`config.mk`:
```
export PLATFORM = sky130hd
export DESIGN_NAME = msi_mem_ctrl
export DESIGN_NICKNAME = d
export VERILOG_FILES = /design/src/rtl/msi_pkg.sv /design/src/rtl/msi_mem_array.sv /design/src/rtl/msi_mem_ctrl.sv
export SDC_FILE = /design/constraint.sdc
export NUM_CORES = 2
export LEC_CHECK = 0
export ABC_AREA = 1
export BUFFER_PORTS_ARGS = -buffer_cell sky130_fd_sc_hd__buf_2
export CAP_MARGIN = 10
export CORE_ASPECT_RATIO = 0.5
export CORE_MARGIN = 10
export CORE_UTILIZATION = 50
export CTS_CLUSTER_SIZE = 10
export DETAILED_ROUTE_END_ITERATION = 12
export PLACE_DENSITY_LB_ADDON = 0.1
export SLEW_MARGIN = 20
export SYNTH_ARGS = -nofsm -noshare
export SYNTH_HDL_FRONTEND = slang
export SYNTH_SLANG_ARGS = --single-unit
export TNS_END_PERCENT = 5
```
`constraint.sdc`:
```
create_clock -name clk_i -period 6.1 [get_ports clk_i]
set_clock_uncertainty 0.2 [all_clocks]
set_input_delay 0.61 -clock clk_i [delete_from_list [all_inputs] [get_ports clk_i]]
set_output_delay 0.61 -clock clk_i [all_outputs]
set_load 0.1 [all_outputs]
```
`src/rtl/msi_pkg.sv`:
```
// Shared types and constants for the MSI main-memory controller.
// Bus message encoding, controller states and the reset line pattern.
package msi_pkg;

  typedef enum logic [1:0] {
    BUS_RD   = 2'b00,
    BUS_RDX  = 2'b01,
    BUS_UPGR = 2'b10,
    BUS_RSVD = 2'b11
  } bus_msg_t;

  typedef enum logic [1:0] {
    IDLE = 2'b00,
    WAIT = 2'b01,
    RESP = 2'b10
  } mem_state_t;

  // 16-bit word replicated across every line at reset
  localparam logic [15:0] INIT_LINE = 16'hCAFE;

endpackage

```
`src/rtl/msi_mem_array.sv`:
```
// Backing store: one sync write port, one async read port.
// Every line resets to the replicated INIT_LINE word.
module msi_mem_array
  import msi_pkg::*;
#(
  parameter int CACHE_LINE_SIZE = 128,
  parameter int NUM_MEM_LINES   = 16,
  parameter int IDX_W           = $clog2(NUM_MEM_LINES)
) (
  input  logic                       clk_i,
  input  logic                       rst_i,
  input  logic                       we_i,
  input  logic [IDX_W-1:0]           waddr_i,
  input  logic [CACHE_LINE_SIZE-1:0] wdata_i,
  input  logic [IDX_W-1:0]           raddr_i,
  output logic [CACHE_LINE_SIZE-1:0] rdata_o
);

  localparam logic [CACHE_LINE_SIZE-1:0] RST_LINE =
    {(CACHE_LINE_SIZE/16){INIT_LINE}};

  logic [CACHE_LINE_SIZE-1:0] mem_q [NUM_MEM_LINES];

  // Line storage with reset to the init pattern
  always_ff @(posedge clk_i) begin
    if (rst_i) begin
      for (int i = 0; i < NUM_MEM_LINES; i++) begin
        mem_q[i] <= RST_LINE;
      end
    end else if (we_i) begin
      mem_q[waddr_i] <= wdata_i;
    end
  end

  assign rdata_o = mem_q[raddr_i];

endmodule

```
`src/rtl/msi_mem_ctrl.sv`:
```
// MSI main-memory controller: fixed-latency line reads, flush absorb.
// Optional MSI_MEM_STATS_EN adds saturating rd/rdx/flush counters.
module msi_mem_ctrl
  import msi_pkg::*;
#(
  parameter int ADDR_SIZE       = 32,
  parameter int CACHE_LINE_SIZE = 128,
  parameter int NUM_MEM_LINES   = 16,
  parameter int MEM_LATENCY     = 4
) (
  input  logic                       clk_i,
  input  logic                       rst_i,
  input  logic                       bus_valid_i,
  input  logic [1:0]                 bus_msg_i,
  input  logic [ADDR_SIZE-1:0]       bus_addr_i,
  input  logic                       flush_i,
  input  logic [CACHE_LINE_SIZE-1:0] flush_data_i,
  output logic [CACHE_LINE_SIZE-1:0] mem_data_o,
  output logic                       mem_valid_o,
  output logic                       mem_busy_o,
  output logic                       err_o
`ifdef MSI_MEM_STATS_EN
  ,
  output logic [15:0]                stat_rd_o,
  output logic [15:0]                stat_rdx_o,
  output logic [15:0]                stat_flush_o
`endif
);

  localparam int OFF   = $clog2(CACHE_LINE_SIZE/8);
  localparam int IDX_W = $clog2(NUM_MEM_LINES);

  mem_state_t state_q;
  logic [3:0] cnt_q;
  logic [IDX_W-1:0] idx_q;
  logic err_q;

  bus_msg_t msg;
  logic [IDX_W-1:0] idx;
  logic is_rd, accept, wr_en, err_set;
  logic [CACHE_LINE_SIZE-1:0] rd_data;
  logic unused_addr;

  assign msg = bus_msg_t'(bus_msg_i);
  assign idx = bus_addr_i[OFF+IDX_W-1:OFF];
  assign unused_addr = ^bus_addr_i;

  assign is_rd = bus_valid_i && !flush_i &&
                 (msg == BUS_RD || msg == BUS_RDX);
  assign accept = is_rd && (state_q == IDLE);
  assign wr_en = bus_valid_i && flush_i;
  assign err_set = (bus_valid_i && msg == BUS_RSVD) ||
                   (is_rd && state_q != IDLE) ||
                   (flush_i && !bus_valid_i);

  msi_mem_array #(
    .CACHE_LINE_SIZE(CACHE_LINE_SIZE),
    .NUM_MEM_LINES  (NUM_MEM_LINES),
    .IDX_W          (IDX_W)
  ) u_array (
    .clk_i  (clk_i),
    .rst_i  (rst_i),
    .we_i   (wr_en),
    .waddr_i(idx),
    .wdata_i(flush_data_i),
    .raddr_i(idx_q),
    .rdata_o(rd_data)
  );

  // Request FSM: cnt_q counts WAIT cycles left before RESP
  always_ff @(posedge clk_i) begin
    if (rst_i) begin
      state_q <= IDLE;
      cnt_q   <= '0;
      idx_q   <= '0;
      err_q   <= 1'b0;
    end else begin
      err_q <= err_q | err_set;
      unique case (state_q)
        IDLE: begin
          if (accept) begin
            idx_q <= idx;
            if (MEM_LATENCY == 1) begin
              state_q <= RESP;
            end else begin
              state_q <= WAIT;
              cnt_q   <= 4'(MEM_LATENCY - 1);
            end
          end
        end
        WAIT: begin
          if (cnt_q == 4'd1) begin
            state_q <= RESP;
            cnt_q   <= '0;
          end else begin
            cnt_q <= cnt_q - 4'd1;
          end
        end
        RESP: state_q <= IDLE;
        default: state_q <= IDLE;
      endcase
    end
  end

  // Data is read in the RESP cycle so late flushes are seen
  assign mem_valid_o = (state_q == RESP);
  assign mem_busy_o  = (state_q != IDLE);
  assign mem_data_o  = mem_valid_o ? rd_data : '0;
  assign err_o       = err_q;

`ifdef MSI_MEM_STATS_EN
  logic [15:0] rd_cnt_q, rdx_cnt_q, fl_cnt_q;

  // Saturating event counters
  always_ff @(posedge clk_i) begin
    if (rst_i) begin
      rd_cnt_q  <= '0;
      rdx_cnt_q <= '0;
      fl_cnt_q  <= '0;
    end else begin
      if (accept && msg == BUS_RD && rd_cnt_q != 16'hFFFF)
        rd_cnt_q <= rd_cnt_q + 16'd1;
      if (accept && msg == BUS_RDX && rdx_cnt_q != 16'hFFFF)
        rdx_cnt_q <= rdx_cnt_q + 16'd1;
      if (wr_en && fl_cnt_q != 16'hFFFF)
        fl_cnt_q <= fl_cnt_q + 16'd1;
    end
  end

  assign stat_rd_o    = rd_cnt_q;
  assign stat_rdx_o   = rdx_cnt_q;
  assign stat_flush_o = fl_cnt_q;
`endif

endmodule

```
==> key figures <==
STA
  – Worst Tran Pin Value: approximately 1.2 ns
  – Relative slew slack: 22.5%
  – Unrepaired setup endpoints after global routing: no
  – F_max: about 190 MHz
  – Fin crit share: around 86%
  – Setup TNS: 0 ns
  – Final Max Tran Viols: 0
  – Final hold vios: 0
  – Setup-failing EPs final: 0
  – Period minus WS final: 5.25 ns

Clock network
  – Cts bufs inserted: between 200 and 250
  – Worst skew pair latency: 0.86 ns
  – Root buffer cell: clkbuf_16
  – Clock Sinks: 2063
  – H-Tree Level Count: 4
  – CTS tree: done
  – Worst-path clk slew: 0.06 ns
  – Post-CTS sizing: 0
  – Clk buf depth: 4

Synthesis
  – EDFF count, synth: about 2000
  – Yosys reg bits: 2063
  – Synth Warn #: 0
  – Post-synthesis sequential area ratio: between 60 and 70%
  – Cell with the most instances after synthesis: nand2_1
  – Netlist cell types: 21
  – Syn Nets: between 10000 and 15000
  – Synth Flop Type: edfxtp_1
  – Area contributors post-synth: edfxtp_1, nand2_1, nand3_1, inv_1, nor2_1
  – Post-synth ARST share: 0%
  – Synthesized area per cell: roughly 9 µm²
  – Yosys top cell by area: edfxtp_1
  – Most frequent cells after synthesis: nand2_1, edfxtp_1, nand3_1, inv_1, nor2_1
  – Post-synthesis cell area: 96100 µm²
  – Synth Instances: roughly 11000
  – Synth top area share: 64.0%

Power and ir drop
  – Leakage: approximately 0.044 µW
  – Part of the power in the clock network: about two fifths
  – Switching share of power: 24.0%
  – Comb pwr share: under 10%
  – Net Sw Power: between 7000 and 8000 µW
  – Pwr per Cell Area: 296 nW/µm²
  – Seq pwr share: 52.9%
  – VDD IR max: between 0.2 and 0.25 mV
  – Internal power: between 20000 and 25000 µW

Worst setup path
  – WS Path Type: register to output pin
  – Reg-to-Reg Start: state_q[0]$_SDFFE_PP0P_
  – Startpoint Class: register
  – Worst r2r path cells: 6
  – R2r setup slk: 4.24 ns
  – Worst-path maximum fanout: around 140
  – FF-to-FF End: cnt_q[3]$_SDFFE_PP0P_
  – Worst EP required: around 5.3 ns
  – Critical Path AT: ~4.4 ns
  – Setup crit end kind: output pin

Floorplan
  – # rows: about 110
  – Initial Util: 50.4%
  – Core area: around 190000 µm²
  – DIE AREA: 211000 µm²
  – Die Y: around 330 µm
  – Die W: approximately 640 µm
  – Top Ports: a little under 300

Routing
  – Total number of vias: between 70000 and 80000
  – Post-Route WL: 304 mm
  – Post-route ant nets: 0
  – Wirelength per Cell: 23.2 µm
  – DRT iter0 DRCs: around 8600
  – Drt drc: 0
  – DR pass1 iterations: 6
  – Mean number of vias per cell: 5.53

Global routing
  – Gr ovfl total: 0
  – Gr usage total: 28.1%
  – Global-route wire length before repair: around 440 mm
  – Vias in the first global route: between 60000 and 70000
  – Initial antenna violation count: 1
  – Largest net degree at the start of global routing: between 150 and 200

Placement
  – Buffers on Ports: around 270
  – Routability-driven placement congestion ratio: approximately 0.77
  – DPL Wire Length: about 150 mm
  – Placement Cell Area: around 99000 µm²

Worst hold path
  – Sink of the worst hold path: u_array.mem_q[5][89]$_SDFFCE_PN1P_
  – HP Start: flush_data_i[89]
  – WHS Path Cells: 3
  – Hold/Removal Path Class: input port to register

Run
  – Max_cap viols: 0

Run status
  – Status: completed

Final layout
  – Fraction of layout cells with a size suffix above 1: slightly below 7%
  – Final Cell Area: roughly 110000 µm²
  – Area Growth Syn to Fin: 9.81%
  – Nets@finish: between 10000 and 15000
[per-layer routing]
| metal | vias up | part of all wire (%) | GRT usage [%] |
|---|---|---|---|
| li1 | 33400 | - | - |
| met1 | 34800 | 42 | 39.4 |
| met2 | 3455 | 46 | 44.9 |
| met3 | 672 | 9.1 | 3.74 |
| met4 | 0 | 3.8 | 10.2 |
| met5 | - | 0 | 0 |
[critical path, cell delays in order, from the launching register on]
cell     delay [ns]
dfxtp_4        0.85
buf_12         0.61
buf_4          0.65
nand2_1        0.10
nand2_1        0.09
nand2_1        0.05
nand3_1        0.11
nand3_1        0.10
a21oi_1        0.36
buf_2          0.50
[layout by cell type, fill, tap and decap left out]
master,netlist,final
clkbuf_16,0,236
clkinvlp_4,0,1
buf_2,134,268
nor3_4,1,1
dfxtp_1,15,11
nand2_1,4509,4493
dfxtp_4,0,4
nand3_1,1286,1286
ha_1,2,2
or2_2,1,1
inv_8,0,5
o21a_1,1,1
nor2_1,650,650
inv_2,18,16
edfxtp_1,2048,2048
clkbuf_1,570,25
a211oi_1,1,1
buf_12,0,43
nor2_4,0,16
a21oi_1,133,133
o21ai_0,5,5
a31oi_1,2,2
dlygate4sd3_1,0,7
inv_1,1171,1168
buf_4,0,106
nand2_4,0,16
nand3_2,4,4
nor3_1,2,2
clkinv_8,0,1
diode_2,0,1
[flip-flops by register name, summed over array words and instances, names as in the netlist, named ones only]
signal,flops
err_o,1
state_q,2
idx_q,4
u_array.mem_q,2048
cnt_q,4
[what timing repair did]
action | 4_1_cts | 5_1_grt
setup buffers | 0 | 0
endpoints found under the hold margin | 15 | 0
hold buffers | 7 | 0
[worst max-delay path by stage]
stage / startpoint / endpoint / slack, ns / depth (start not counted)
after floorplan: flush_i / u_array.mem_q[0][0]$_SDFFCE_PN0P_ / 1.11 / 7
after global placement: register / mem_data_o[24] / 1.78 / 9
after detailed placement: register / mem_data_o[24] / 1.80 / 9
after CTS: register / mem_data_o[18] / 0.86 / 10
after global routing: register / mem_data_o[70] / 0.68 / 10
final: register / mem_data_o[26] / 0.85 / 9
[cell families (layout without fill, tap and decap cells)]
logic type	Yosys count	after routing	share of synthesized area (%)
other	0	1	0
buffers and inverters	1967	1876	7.86
adders and majority gates	2	2	0.0260
DFF	2063	2063	64.3
AOI/OAI and AO/OA	142	142	0.748
and+or+nand+nor	6469	6469	27.0
[layout make-up]
| cell class | instances | area [µm²] |
|---|---|---|
| inverters | 1189 | 4500 |
| multi-input cells | 6613 | 26900 |
| fillers | 16600 | 85000 |
| diodes | 1 | 2.50 |
| well taps | 2530 | 3170 |
| clock inverters | 2 | 23.8 |
| repair buffers | 424 | 3070 |
| clock buffers | 261 | 6000 |
| flip-flops and latches | 2063 | 61800 |
[per-stage QoR]
stage               utilization (%)  cells  power (µW)  setup slack [ns]  hold slack [ns]
floorplan                         -  10600       18500              1.11            0.281
global route                   55.4  13100       32300             0.685           0.0526
CTS                            55.4  13100       31400             0.858          0.00380
global placement               52.2  12800       19300              1.78            0.299
detailed placement             52.2  12800       19400              1.80            0.312
finish                         55.4  13100       31300             0.850           0.0478
[power by group through the flow]
stage	Clock, µW	Combinational (µW)	Sequential, µW
final	12100	2600	16500
after global routing	12800	2880	16600
after CTS	12200	2590	16500
after detailed placement	0	2580	16800
after global placement	0	2550	16800
after floorplan	0	1700	16800
Note: power is estimated with default switching activity, not from simulation.
